===== config.mk =====
export PLATFORM = sky130hd
export DESIGN_NAME = pfvf_rtable_ctrl
export DESIGN_NICKNAME = d
export VERILOG_FILES = /design/src/rtl/pfvf_rtable_ctrl.sv
export SDC_FILE = /design/constraint.sdc
export NUM_CORES = 1
export LEC_CHECK = 0
export BUFFER_PORTS_ARGS = -buffer_cell sky130_fd_sc_hd__buf_2
export CORE_ASPECT_RATIO = 0.9
export CORE_UTILIZATION = 45
export CTS_CLUSTER_DIAMETER = 120
export CTS_CLUSTER_SIZE = 14
export DETAILED_ROUTE_END_ITERATION = 16
export GPL_TIMING_DRIVEN = 1
export PLACE_DENSITY = 0.62
export SKIP_CTS_REPAIR_TIMING = 1
export SLEW_MARGIN = 25
export SYNTH_ARGS = -nofsm -noshare
export SYNTH_HDL_FRONTEND = slang
export SYNTH_SLANG_ARGS = --single-unit

===== constraint.sdc =====
create_clock -name clk -period 7.05 [get_ports clk]
set_clock_uncertainty 0.2 [all_clocks]
set_input_delay 0 -clock clk [delete_from_list [all_inputs] [get_ports clk]]
set_output_delay 0 -clock clk [all_outputs]
set_load 0.01 [all_outputs]

===== src/rtl/pfvf_rtable_ctrl.sv =====
// PF/VF routing-table controller: programmable match entries scanned one per
// cycle, lowest index first, returning the PID of the first match or a default.
module pfvf_rtable_ctrl #(
  parameter int NUM_ENTRIES = 4,
  parameter int PF_WIDTH    = 3,
  parameter int VF_WIDTH    = 11,
  parameter int PID_WIDTH   = 1,
  parameter int TAG_WIDTH   = 8,
  parameter int DEF_PID     = 0
) (
  input  logic                           clk,
  input  logic                           rst,
  input  logic                           cfg_wr_en,
  output logic                           cfg_wr_ready,
  input  logic [$clog2(NUM_ENTRIES)-1:0] cfg_wr_idx,
  input  logic                           cfg_wr_valid,
  input  logic [PF_WIDTH-1:0]            cfg_wr_pf,
  input  logic [VF_WIDTH-1:0]            cfg_wr_vf,
  input  logic                           cfg_wr_vf_active,
  input  logic [PID_WIDTH-1:0]           cfg_wr_pid,
  input  logic                           req_valid,
  output logic                           req_ready,
  input  logic [PF_WIDTH-1:0]            req_pf,
  input  logic [VF_WIDTH-1:0]            req_vf,
  input  logic                           req_vf_active,
  input  logic [TAG_WIDTH-1:0]           req_tag,
  output logic                           rsp_valid,
  input  logic                           rsp_ready,
  output logic [PID_WIDTH-1:0]           rsp_pid,
  output logic                           rsp_hit,
  output logic [$clog2(NUM_ENTRIES)-1:0] rsp_idx,
  output logic [TAG_WIDTH-1:0]           rsp_tag,
  output logic [15:0]                    miss_cnt
);

  localparam int IDX_W = $clog2(NUM_ENTRIES);

  typedef enum logic [1:0] {
    IDLE = 2'd0,
    SCAN = 2'd1,
    RESP = 2'd2
  } state_t;

  state_t               state_r;
  state_t               state_nx_s;
  logic [IDX_W-1:0]     scan_idx_r;
  logic [PF_WIDTH-1:0]  req_pf_r;
  logic [VF_WIDTH-1:0]  req_vf_r;
  logic                 req_vfa_r;
  logic [TAG_WIDTH-1:0] req_tag_r;
  logic                 hit_s;
  logic                 last_s;
  logic                 accept_s;

  logic                 tbl_valid_r [NUM_ENTRIES];
  logic [PF_WIDTH-1:0]  tbl_pf_r    [NUM_ENTRIES];
  logic [VF_WIDTH-1:0]  tbl_vf_r    [NUM_ENTRIES];
  logic                 tbl_vfa_r   [NUM_ENTRIES];
  logic [PID_WIDTH-1:0] tbl_pid_r   [NUM_ENTRIES];

  // All-ones in pf/vf is a wildcard; vf only matters for VF-active requests.
  function automatic logic entry_match(
    input logic                v,
    input logic [PF_WIDTH-1:0] epf,
    input logic [VF_WIDTH-1:0] evf,
    input logic                evfa,
    input logic [PF_WIDTH-1:0] rpf,
    input logic [VF_WIDTH-1:0] rvf,
    input logic                rvfa
  );
    logic pf_ok;
    logic vf_ok;
    pf_ok = (epf == {PF_WIDTH{1'b1}}) || (epf == rpf);
    vf_ok = !rvfa || (evf == {VF_WIDTH{1'b1}}) || (evf == rvf);
    return v && pf_ok && (evfa == rvfa) && vf_ok;
  endfunction

  // Next-state decode and evaluation of the entry under scan.
  always_comb begin
    state_nx_s = state_r;
    accept_s   = req_valid && req_ready;
    last_s     = (scan_idx_r == IDX_W'(NUM_ENTRIES - 1));
    hit_s      = entry_match(tbl_valid_r[scan_idx_r], tbl_pf_r[scan_idx_r],
                             tbl_vf_r[scan_idx_r], tbl_vfa_r[scan_idx_r],
                             req_pf_r, req_vf_r, req_vfa_r);
    case (state_r)
      IDLE: begin
        if (accept_s) state_nx_s = SCAN;
        else          state_nx_s = IDLE;
      end
      SCAN: begin
        if (hit_s || last_s) state_nx_s = RESP;
        else                 state_nx_s = SCAN;
      end
      RESP: begin
        if (rsp_ready) state_nx_s = IDLE;
        else           state_nx_s = RESP;
      end
      default: state_nx_s = IDLE;
    endcase
  end

  // FSM state, request capture, scan index, registered response and miss counter.
  always_ff @(posedge clk) begin
    if (rst) begin
      state_r      <= IDLE;
      scan_idx_r   <= '0;
      req_pf_r     <= '0;
      req_vf_r     <= '0;
      req_vfa_r    <= 1'b0;
      req_tag_r    <= '0;
      req_ready    <= 1'b1;
      cfg_wr_ready <= 1'b1;
      rsp_valid    <= 1'b0;
      rsp_pid      <= '0;
      rsp_hit      <= 1'b0;
      rsp_idx      <= '0;
      rsp_tag      <= '0;
      miss_cnt     <= 16'h0000;
    end else begin
      state_r      <= state_nx_s;
      req_ready    <= (state_nx_s == IDLE);
      cfg_wr_ready <= (state_nx_s != SCAN);
      case (state_r)
        IDLE: begin
          if (accept_s) begin
            req_pf_r   <= req_pf;
            req_vf_r   <= req_vf;
            req_vfa_r  <= req_vf_active;
            req_tag_r  <= req_tag;
            scan_idx_r <= '0;
          end
        end
        SCAN: begin
          if (hit_s) begin
            rsp_valid <= 1'b1;
            rsp_pid   <= tbl_pid_r[scan_idx_r];
            rsp_hit   <= 1'b1;
            rsp_idx   <= scan_idx_r;
            rsp_tag   <= req_tag_r;
          end else if (last_s) begin
            rsp_valid <= 1'b1;
            rsp_pid   <= PID_WIDTH'(DEF_PID);
            rsp_hit   <= 1'b0;
            rsp_idx   <= '0;
            rsp_tag   <= req_tag_r;
            if (miss_cnt != 16'hFFFF) miss_cnt <= miss_cnt + 16'h0001;
          end else begin
            scan_idx_r <= scan_idx_r + IDX_W'(1);
          end
        end
        RESP: begin
          if (rsp_ready) rsp_valid <= 1'b0;
        end
        default: rsp_valid <= 1'b0;
      endcase
    end
  end

  // Routing table; writes are only accepted outside SCAN, out-of-range indices drop.
  always_ff @(posedge clk) begin
    if (rst) begin
      for (int e = 0; e < NUM_ENTRIES; e++) begin
        tbl_valid_r[e] <= 1'b0;
        tbl_pf_r[e]    <= '0;
        tbl_vf_r[e]    <= '0;
        tbl_vfa_r[e]   <= 1'b0;
        tbl_pid_r[e]   <= '0;
      end
    end else if (cfg_wr_en && cfg_wr_ready) begin
      for (int e = 0; e < NUM_ENTRIES; e++) begin
        if (cfg_wr_idx == IDX_W'(e)) begin
          tbl_valid_r[e] <= cfg_wr_valid;
          tbl_pf_r[e]    <= cfg_wr_pf;
          tbl_vf_r[e]    <= cfg_wr_vf;
          tbl_vfa_r[e]   <= cfg_wr_vf_active;
          tbl_pid_r[e]   <= cfg_wr_pid;
        end
      end
    end
  end

endmodule


Word-level counts from Yosys, hierarchy flattened
Memory sizes are Yosys's and may differ from the RTL's. A register that Yosys moved wholly into a read port is not among the register bits.
Cells that the tools add are included.
- register bits: 58
- input port bits: 47
- output and inout port bits: 31
- memories: 5
- memory bits (writable): 68
- word-level logic and storage cells: 148
- memory list (name ; words ; width ; rd ports ; clocked after memory_dff ; write ports ; RTL line ; RTL):
    tbl_vf_r ; 4 ; 11 ; 1 ; 1 ; 4 ; 57 ; logic [VF_WIDTH-1:0] tbl_vf_r [NUM_ENTRIES];
    tbl_pf_r ; 4 ; 3 ; 1 ; 1 ; 4 ; 56 ; logic [PF_WIDTH-1:0] tbl_pf_r [NUM_ENTRIES];
    tbl_pid_r ; 4 ; 1 ; 1 ; 1 ; 4 ; 59 ; logic [PID_WIDTH-1:0] tbl_pid_r [NUM_ENTRIES];
    tbl_valid_r ; 4 ; 1 ; 1 ; 1 ; 4 ; 55 ; logic tbl_valid_r [NUM_ENTRIES];
    tbl_vfa_r ; 4 ; 1 ; 1 ; 1 ; 4 ; 58 ; logic tbl_vfa_r [NUM_ENTRIES];
- reduce and logical (&&, ||, !) cells: 20
- bitwise gates (word level): 22
- mux-type cells: 67
- equal/unequal tests: 18
- add/sub/neg operators: 2
- operators by type and width (operator ; count):
    $mux 11 ; 4
    $mux 1 ; 37
    $mux 2 ; 17
    $or 1x1->1 ; 20
    $add 16x1->16 const B ; 1
    $mux 8 ; 2
    $ne 16x16->1 const B ; 1
    $mux 3 ; 4
    $eq 11x11->1 ; 1
    $eq 11x11->1 const B ; 1
    $eq 2x2->1 const B ; 4
    $ne 2x2->1 const B ; 4
    $reduce_and 4->1 ; 2
    $logic_not 2->1 ; 3
    $pmux 2 s3 ; 1
    $logic_and 1x1->1 ; 5
    $eq 2x1->1 const B ; 2
    $logic_or 1x1->1 ; 4
    $pmux 2 s2 ; 1
    $reduce_and 2->1 ; 2
    $reduce_bool 2->1 ; 2
    $eq 3x3->1 ; 1
    $eq 3x3->1 const B ; 1
    $ne 3x3->1 const B ; 1
    other kinds (7) ; 8

Logic depth before layout (Yosys ltp)
Gate-level depths: netlist of run 1.
- depth in word-level cells: 9
- gate-level depth with buffers: 12
- mapped depth without buffers: 7

Least setup slack after synthesis of run 1
Ideal clock, no wire load.
- path kind: register -> register
- start: register (tool-made name)
- end: register miss_cnt[12]
- required time: 6.729 ns
- library setup time: 0.121 ns
- buffers on the path: 2
- clock period less this slack: 2.809 ns
- arrival time: 2.488 ns
- slack: 4.241 ns
- stages on the path, launching flop included: 10
- path through: dfxtp_1 buf_6 mux4_2 and3_1 a2111o_1 o21ai_2 a21oi_2 buf_6 nor3_1 mux2_2
- RTL lines (element ; RTL line ; RTL):
    to (signal assigned) ; 147 ; if (miss_cnt != 16'hFFFF) miss_cnt <= miss_cnt + 16'h0001;
    to (decl) ; 33 ; output logic [15:0] miss_cnt

==> flow_results.org, run 1 <==
** Timing
- The hold violation count in the final report was 0.
- Number of failing setup endpoints in the final timing report :: 0
- Worst Max-Slew Pin Slew :: 959 ps
- The count of final max-slew check failures was 0.
- Relative slew margins :: 0.360
- Total negative setup slack :: 0 ps
- Static timing analysis puts the maximum clock frequency at 268 MHz.
- In the finished design, the share of the clock period the worst path needs comes to 0.530.
- Final critical-path required period :: 3740 ps
- Setup repair after global routing missed its margin :: false

** Global route
- Maximum number of pins on one net before global-route repair :: 58
- In the global route stage, met3 resource usage came out at 0.0442.
- In this run the most used layer during global routing was met2.
- Global-route wire length before repair :: 20.8 mm
- The via count of the first global-routing pass came to 4061.
- The number of antenna violations at the first check in global routing is 0.
- In the global route stage, met1 resource usage came out at 0.266.
- For this run, global-route usage on met2 was measured as 0.339.
- Overall Global Routing Usage :: 0.207
- Final global-route overflow total :: 0

** Placed design
- Final RePlAce weighted congestion :: between 0.8 and 0.9
- Port bufs :: a little under 80
- Detailed placement finished with a half-perimeter wire length of a little under 9 mm.

** Synth
- Synth area leader :: edfxtp_1
- Each instance of the synthesized netlist takes up on average 11.1 sq um.
- Counting flops with a built-in enable in the synthesized netlist gives 68.
- Most frequent cell after synthesis :: nand2_1
- The share of synthesized area in the top cell type comes to 0.348.
- After synthesis the cells add up to around 0.006 sq mm.
- Seq/Total Area, Yosys :: 0.553
- Among all flip-flop cells after synthesis, the most frequent one is edfxtp_1.
- Post-synth net total :: 576
- Async set-reset flop share out of synthesis :: 0
- Yosys mapped the design onto 56 distinct sky130hd cell types.
- Instance count of the mapped netlist :: 527
- Synth Register Bits :: 128
- The Yosys step of the flow raised 0 warnings.
- Yosys attributes the largest share of cell area to edfxtp_1 (35%), dfxtp_1 (20%), and2_1 (7.4%).
- By count the netlist is led by nand2_1 (80), and2_1 (69), edfxtp_1 (68), dfxtp_1 (60), a21oi_1 (33).

** Critical path
- For the worst setup path, the data arrival time is 3830 ps.
- Setup slack on the worst reg-to-reg path comes out at 3310 ps.
- Cell count along the critical path :: 7
- STA classifies the critical path endpoint as a flip-flop.
- The slowest stage of the critical path belongs to the cell dfxtp_1.
- Maximum single-stage delay on the critical path :: 950 ps
- Top Family by Delay on Critical Path :: flip-flops
- The worst setup path is launched from a flip-flop.
- Traced cell by cell, the critical path runs through mux4_1 > xor2_1 > nor4_1 > nand3_1 > a21oi_2 > or3_4 > mux2_4.
- Req. time, crit path :: 7140 ps
- Setup crit end :: scan_idx_r[0]
- Count of buffer and inverter cells on the critical path :: 0
- Number of cells on the worst reg-to-reg path :: 7
- Worst setup path class :: reg2reg
- Peak fanout along the critical path :: 25
- The endpoint identified for the worst register-to-register timing path is scan_idx_r[0].

** Clocking
- Clock tree synthesis inserted a total of 17 buffers.
- For this design, the sink count on the clock tree is between 100 and 150.
- Clock edge transition at the registers on the reported setup and hold paths :: 50 ps
- CTS H-tree depth :: 4
- The longest clock path from root to sink contains 2 buffers.
- Latest clock arrival within the worst-skew pair :: 410 ps
- Root buf cell :: clkbuf_16
- TritonCTS clock tree :: built

** Layout
- Final net count :: 694
- Fraction of the core area covered by cells at the end of the flow :: 0.586
- Compared with the post-synthesis result, the final layout area differs by 26.7%.
- Layout cells sized above 1 :: 0.223
- 0 antenna diodes ended up in the layout.
- The filler cells instantiated in the layout total between 1000 and 1500.

** Power and ir drop
- Reported leakage power :: 2.92 nW
- VDD sags by at most 0.000155 V.
- Total Power :: about 1.9 mW
- Power per cell area :: 259 mW/mm^2

** Floorplan
- Number of placement rows :: 39
- Horiz. Die Dim :: about 120 microns
- Die area :: 0.0135 sq mm
- Initial cell density of the core :: 0.462
- Die boundary height :: 110 microns
- Core footprint :: 0.0127 sq mm
- I/O pin count :: roughly 80

** Route
- After detailed routing, the number of vias per cell comes to between 5 and 6.
- First-iteration detailed-routing DRC count :: 378
- For this run, the detailed router's first-pass iteration total came to 6.
- Once detail routing completed, the nets flagged for antenna violations numbered 0.
- Vias :: 4453
- Routed wirelength normalized by instance count :: ~17 microns
- After detailed routing, the number of remaining DRC violations is 0.
- Sum of routed wire length over all layers :: 13.6 mm

** Hold path
- The path class of the tightest hold or removal check is in2reg.

** Status
- The flow ran to the end, and the final reports show no timing, DRC or antenna violations.

** Job
- Across the run, the number of max-cap violations was 0.
layout make-up:
type / instances / area (sq um) / share of cell area
clock buffers: 19 / 433 / 0.0582
clock inverters: 13 / 169 / 0.0227
inverters: 3 / 11.3 / 0.00152
multi-input cells: 369 / 2510 / 0.338
flip-flops and latches: 128 / 3240 / 0.436
well taps: 164 / 205 / 0.0276
repair buffers: 126 / 856 / 0.115
worst reg2reg max path: stages, from the launching register on:
cell	delay, ps
dfxtp_1	950
mux4_1	460
xor2_1	160
nor4_1	300
nand3_1	190
a21oi_2	760
or3_4	300
mux2_4	310
where the power goes:
part	internal (mW)	total, mW	switching (mW)	leakage, nW
clock	0.585	0.892	0.307	0.285
sequential	0.825	0.851	0.0261	1.20
combinational	0.0841	0.182	0.0982	1.44
total	1.49	1.92	0.431	2.92
registers in the layout (all words and copies together) (netlist names), 3 cells and up, named ones only:
signal	flops
tbl_vf_r	44
miss_cnt	16
tbl_pf_r	12
req_vf_r	11
req_tag_r	8
rsp_tag	8
tbl_pid_r	4
tbl_valid_r	4
tbl_vfa_r	4
req_pf_r	3
layout by cell type, fill, tap and decap left out, drive strengths merged, types with 3 or more instances in the layout:
cell type / synthesis / layout
nor4: 4 / 4
edfxtp: 68 / 68
nor3: 7 / 7
inv: 3 / 3
mux2i: 11 / 11
nand4: 10 / 10
clkinv: 0 / 6
clkinvlp: 0 / 3
dfxtp: 60 / 60
nand2: 81 / 81
bufinv: 0 / 4
and3: 8 / 8
nor2: 21 / 21
mux2: 10 / 10
clkbuf: 21 / 19
xor2: 11 / 11
mux4: 15 / 15
o21ai: 13 / 13
a21oi: 34 / 34
nor2b: 10 / 10
or3: 7 / 7
nand4b: 4 / 4
nand3: 10 / 10
and2: 69 / 69
buf: 6 / 85
nor4b: 3 / 3
o311ai: 5 / 5
o41ai: 3 / 3
and4: 3 / 3
or2: 3 / 3
dlygate4sd3: 0 / 41
worst min-delay path by stage:
stage                       start        endpoint  slack [ps]  cells past startpoint
CTS                    req_tag[0]    req_tag_r[0]        -380                      3
finish                        rst     req_pf_r[0]           1                      3
global placement       req_tag[2]    req_tag_r[2]          50                      3
detailed placement      req_vf[8]     req_vf_r[8]          50                      3
floorplan              req_tag[0]    req_tag_r[0]         -60                      2
global route        cfg_wr_idx[0]  tbl_vf_r[0][8]          50                      3
metal layers:
layer / vias to the layer above / routed length (microns)
met3: 15 / 625
met4: 0 / 173
met1: 2162 / 6190
met2: 126 / 6650
li1: 2150 / -
met5: - / 0
cells by family (layout without fill, tap and decap cells):
logic type,count (synthesis),in the layout,share of synthesized area
AND/OR/NAND/NOR,249,249,0.227
multiplexers,36,36,0.0994
flip-flops,128,128,0.553
XOR/XNOR,13,13,0.0194
adder cells (fa/ha/maj),2,2,0.00426
buffers and inverters,30,161,0.0241
AO/OA/AOI/OAI,69,69,0.0729
through the flow:
step	instances	hold slack [ps]	area, sq um	worst slack, ps
6_report	822	1.16	7430	3310
5_1_grt	822	45.9	7430	3070
4_1_cts	781	-382	7000	3350
3_5_place_dp	749	51.0	6400	3360
3_3_place_gp	749	50.6	6400	3490
2_1_floorplan	527	-64.0	5870	4240
(Power assumes the default switching activity.)
==> run 2, diff against run 1 <==
clock period = 3.5 ns   (was 7.05 ns; I/O delays follow)
==> flow_results.org, run 2 (same netlist as run 1, synthesis figures left out) <==
** Floorplan
- Core footprint :: 0.0127 sq mm
- From bottom edge to top edge, the die measures 110 microns.
- I/O pin count :: 78
- The die covers 0.0135 sq mm.
- The initial utilization of the core area, before any placement, comes to 0.462.
- Number of placement rows :: 39
- From left edge to right edge, the die measures 122 microns.

** Layout
- Diodes inserted :: 0
- Highest-count cells in the layout ignoring fill and taps :: nand2_1 (80), buf_2 (77), and2_1 (69)
- The largest registers in the layout are tbl_vf_r (44), miss_cnt (16), tbl_pf_r (12).
- Of the cells placed in the final design, the portion with a size suffix greater than 1 is 0.219.
- For this run, the post-layout net count is 699.
- The register with the most flip-flops in the final layout is tbl_vf_r.
- Compared with the post-synthesis result, the final layout area differs by 26.6%.
- Filler Cells Inserted :: roughly 1100
- For this run, the share of the core covered by cells in the final layout is 0.585.
- The register with the most flip-flops in the layout has between 40 and 50 of them.
- Most common cell after layout, fill and taps aside :: nand2_1

** Placed design
- Input and output buffers added on the ports amount to 77.
- At the end of routability-driven placement, the weighted congestion stood at slightly below 0.8.
- The HPWL after detailed placement is 8.94 mm.

** Critical path
- Data arrives at the worst endpoint at approximately 3300 ps.
- Setup slack, reg-to-reg :: 260 ps
- Crit-path most repeated cell :: buf_4
- Among cell families on the critical path, the largest total delay comes from multiplexers.
- Maximum single-stage delay on the critical path :: between 500 and 600 ps
- The critical path contains buffers and inverters numbering 2 combined.
- Traced cell by cell, the critical path runs through buf_4 > mux4_2 > nor4b_1 > a2111o_1 > o21ai_2 > a21oi_2 > buf_4 > or3_4 > mux2_4.
- Req. time, crit path :: 3600 ps
- Worst setup path class :: reg2reg
- Crit path max-delay cell type :: mux4_2
- The worst setup path is launched from a flip-flop.
- Cell count along the critical path :: 9
- STA classifies the critical path endpoint as a flip-flop.
- Number of cells on the worst reg-to-reg path :: 9
- Peak fanout along the critical path :: 25

** Timing
- Total negative setup slack :: 0 ps
- Endpoints failing hold :: 0
- Derived from the worst setup path, the maximum achievable clock frequency is just over 300 MHz.
- Relative slew margins :: 0.368
- Final critical-path required period :: between 3000 and 4000 ps
- Of the available clock period, the critical path in the final layout requires 0.925.
- Setup repair after global routing left no endpoint under its margin.
- For the pin with the worst max-slew slack, the measured transition is 947 ps.
- Pins over their slew limit :: 0
- Number of failing setup endpoints in the final timing report :: 0

** Route
- Detailed Routing Iterations Pass 1 :: 6
- After detailed routing, the total wire length is 13.7 mm.
- After detailed routing, the number of remaining DRC violations is 0.
- Once detail routing completed, the nets flagged for antenna violations numbered 0.
- Routed wirelength normalized by instance count :: 16.6 microns
- The detailed router placed 4423 vias in this run.
- Drt via density :: 5.36
- First-iteration detailed-routing DRC count :: between 300 and 400

** Power and ir drop
- Reported leakage power :: 2.94 nW
- The worst-case IR drop observed on VDD is 0.000341 V.
- Power per cell area :: around 510 mW/mm^2

** Job
- Across the run, the number of max-cap violations was 0.

** Clocking
- The clock passes through at most 2 buffers.
- TritonCTS built the clock tree.
- After clock tree synthesis, the clock-pin slew on the worst setup and hold paths is ~50 ps.
- Latest clock arrival within the worst-skew pair :: 420 ps
- In this run, CTS created clock tree buffers numbering 17.
- CTS H-tree depth :: 4
- For this design, the sink count on the clock tree is 128.
- Clock tree synthesis selected as its root buffer the cell clkbuf_16.

** Global route
- Antenna violations before repair :: 0
- Number of global-route vias before repair :: 3985
- After global routing the overflow that remains totals 0.
- Entering global routing, the biggest net connects 57 pins.
- Overall Global Routing Usage :: 0.208
- The first global-routing pass estimated between 20 and 25 mm of wire.

** Hold path
- The path class of the tightest hold or removal check is in2reg.
- Hold path startpoint :: rst

** Status
- Status :: finished, final reports clean
==> run 2: cell types whose count changed in the layout (fill, tap and decap cells not counted) <==
cell        before  now
buf_4            8   12
clkinvlp_4       3    0
nor2_1          19   21
nor2_2           2    0
buf_12           0    1
bufinv_16        4    3
clkbuf_1         2    3
clkinv_1         3    4
nand3_1          9   10
nand3_2          1    0
==> run 2: tightest hold or removal path, cell delays in order <==
cell	delay, ps
buf_2	100
buf_4	300
a21oi_1	180
==> run 2: area by class of cell <==
type / count / area [sq um] / area share
Multi-Input combinational cell: 369 / 2500 / 0.337
Sequential cell: 128 / 3240 / 0.437
Clock inverter: 10 / 120 / 0.0162
Timing Repair Buffer: 131 / 906 / 0.122
Tap cell: 164 / 205 / 0.0276
Inverter: 3 / 11.3 / 0.00152
Clock buffer: 20 / 437 / 0.0588
==> run 2: worst min path at each step <==
stage                            endpoint  slack (ps)  cells past startpoint
after floorplan              req_tag_r[0]         -60                      2
after global placement       req_tag_r[3]          50                      3
after detailed placement     req_tag_r[2]          50                      3
after CTS                     req_pf_r[2]        -390                      3
after global routing      tbl_vf_r[0][10]          40                      3
final                         req_pf_r[2]           9                      3
==> run 2: power by group <==
part           leakage [nW]  internal [mW]  switching (mW)
combinational          1.47          0.178           0.202
sequential             1.20           1.66          0.0497
clock                 0.273           1.09           0.594
total                  2.94           2.93           0.845
==> run 2: layer usage <==
metal | vias up | GRT usage | part of all wire
met3 | 11 | 0.0607 | 0.044
met4 | 0 | 0.0706 | 0.0091
met1 | 2143 | 0.270 | 0.46
li1 | 2165 | - | -
met5 | - | 0 | 0
met2 | 104 | 0.331 | 0.48
==> run 2: stage by stage <==
step	instances	instance area, sq um	power [mW]	hold WS, ps	worst slack [ps]
5_1_grt	825	7430	3.91	43.5	71.0
3_5_place_dp	754	6460	2.09	52.8	254
2_1_floorplan	527	5870	1.96	-64.0	691
4_1_cts	784	7020	3.76	-388	239
6_report	825	7430	3.78	8.80	264
3_3_place_gp	754	6450	2.07	46.1	304
==> run 3, diff against run 2 <==
clock period = 4.14 ns   (was 3.5 ns; I/O delays follow)
==> flow_results.org, run 3 (same netlist as run 1, synthesis figures left out) <==
** Timing
- Setup repair after global routing left no endpoint under its margin.
- The hold violation count in the final report is 3.
- Number of failing setup endpoints in the final timing report :: 0
- In this run the tightest slew margin relative to its limit is 0.344.
- Across all hold checks on the routed design, the worst slack comes to -1.48 ps.
- Period Utilization, post-route :: 0.869
- Total negative setup slack :: 0 ps
- Derived from the worst setup path, the maximum achievable clock frequency is between 200 and 300 MHz.
- The count of final max-slew check failures is 0.
- The clock period could shrink to 3600 ps.
- For the pin with the worst max-slew slack, the measured transition is around 1000 ps.

** Power and ir drop
- Of the total power, combinational logic draws 0.095.
- The share of total power dissipated in sequential elements is 0.444.
- The design draws 3.27 mW.
- For this design the static power due to leakage is 2.95 nW.
- In this run the power density over the cells is 438 mW/mm^2.
- Clock share of power :: 0.462
- Of the total power, the share spent switching nets is 0.224.
- Switching power :: about 0.73 mW
- IR drop worst, VDD :: approximately 0.00036 V
- The internal portion of the total power is between 2 and 3 mW.

** Clocking
- TritonCTS built the clock tree.
- The H-tree was split into 4 levels.
- TritonCTS Sinks :: 128
- Latest clock arrival within the worst-skew pair :: 420 ps
- Counting along the longest clock path gives a buffer depth of 2.
- Clock edge transition at the registers on the reported setup and hold paths :: 50 ps
- Counting the buffers created by CTS gives 17.
- The tree is rooted in a clkbuf_16.

** Floorplan
- I/O pin count :: around 80
- Core footprint :: around 0.013 sq mm
- Die boundary height :: ~110 microns
- Number of placement rows :: 39
- In this run the horizontal extent of the chip is 122 microns.
- Die area :: 0.0135 sq mm
- Initial cell density of the core :: 0.462

** Route
- Vias :: 4465
- DRC violations left :: 0
- First-iteration detailed-routing DRC count :: 329
- For this run, the detailed router's first-pass iteration total came to 5.
- After detailed routing, the average wire length per cell comes to approximately 16 microns.
- The detail route stage leaves a number of antenna-violating nets equal to 0.
- Wires add up to between 10 and 15 mm.
- Drt via density :: about 5.4

** Placed design
- Port buffering added 77 buffers.
- Once detailed placement completed, the half-perimeter wirelength came to 8.96 mm.
- The congestion estimate from routability-driven global placement came to 0.815.

** Global route
- Final global-route overflow total :: 0
- For this run, the total global-route usage over all layers was measured as 0.204.
- Entering global routing, the biggest net connects 57 pins.
- Number of global-route vias before repair :: 3892
- Global-route wire length before repair :: 20.3 mm
- The number of antenna violations at the first check in global routing came to 0.

** Critical path
- Number of cells on the worst reg-to-reg path :: 7
- Critical path startpoint category :: flip-flop
- Category of the worst setup path capture point :: flip-flop
- The critical path is of the reg2reg type.
- Setup slack, reg-to-reg :: 540 ps
- STA puts the critical path data arrival time at about 3700 ps.
- Data on the critical path is required at its endpoint by 4240 ps.
- Of all nets on the critical path, the largest fanout is 25.

** Job
- Count of maximum capacitance violations :: 0

** Status
- The checks that failed: negative hold slack.
- The flow ran to the end, but the final reports show violations.

** Layout
- Diodes inserted :: 0
- The register with the most flip-flops in the layout has 44 of them.
- Of the cells placed in the final design, the portion with a size suffix greater than 1 is 0.226.
- In the final layout, the registers with the most flip-flops are tbl_vf_r (44), miss_cnt (16), tbl_pf_r (12).
- In the final design database the tool counted approximately 700 nets.
- Register name with the most flops :: tbl_vf_r
- Leaving out fill and tap cells, the most frequent cell in the layout is nand2_1.
- Highest-count cells in the layout ignoring fill and taps :: nand2_1 (80), buf_2 (77), and2_1 (69)
- Relative area change from synthesis to final layout :: 27.3%

** Hold path
- Hold path startpoint :: req_valid
- Number of instances on the worst hold path :: 5
- The worst hold path belongs to the class in2reg.
- For hold timing, the worst endpoint is req_tag_r[4].
-- run 3: changes by cell type in the layout (fill, tap and decap cells not counted) --
cell,previous run,this run
clkbuf_8,0,3
clkinv_1,4,1
clkinvlp_4,0,3
clkbuf_1,3,1
dlygate4sd3_1,41,43
buf_12,1,0
buf_4,12,11
clkinv_2,3,4
-- run 3: area by class of cell --
type,count,area (sq um)
tap,164,205
inverter,3,11.3
timing repair buffer,131,898
clock buffer,21,470
clock inverter,11,136
multi-input combinational,369,2500
sequential,128,3240
fill,1014,5220
-- run 3: routing by layer --
metal	vias to the layer above	part of all wire	GRT usage
li1	2160	-	-
met5	-	0	0
met1	2140	0.46	0.280
met4	0	0.017	0.0889
met3	20	0.054	0.0458
met2	145	0.47	0.311
-- run 3: metrics by stage --
| stage | hold WS (ps) | setup WS, ps | cells | util | instance area (sq um) |
|---|---|---|---|---|---|
| after floorplan | -64.0 | 1330 | 527 | - | 5870 |
| after global placement | 49.7 | 575 | 752 | 0.506 | 6420 |
| after detailed placement | 55.7 | 521 | 752 | 0.507 | 6430 |
| after CTS | -387 | 498 | 784 | 0.554 | 7030 |
| after global routing | 23.5 | 236 | 827 | 0.589 | 7470 |
| final | -1.48 | 543 | 827 | 0.589 | 7470 |
-- run 3: worst max-delay path, cell delays in order (launching register included) --
cell and delay, ps:
dfxtp_1 890, mux4_1 430, xor2_1 160, nor4_1 270, nand3_1 180, a21oi_2 740, or3_4 290, mux2_4 310
-- run 3: worst max path at each step --
stage,endpoint,cells after the start,start
6_report,flip-flop,7,flip-flop
5_1_grt,flip-flop,7,flip-flop
2_1_floorplan,miss_cnt[12],9,flip-flop
3_3_place_gp,flip-flop,8,flip-flop
3_5_place_dp,flip-flop,7,flip-flop
4_1_cts,flip-flop,7,flip-flop
-- run 3: power by group through the flow --
stage	Clock, mW	Sequential [mW]	Combinational (mW)
3_5_place_dp	0	1.48	0.280
3_3_place_gp	0	1.48	0.272
5_1_grt	1.58	1.46	0.342
4_1_cts	1.53	1.45	0.281
6_report	1.51	1.45	0.309
2_1_floorplan	0	1.46	0.202
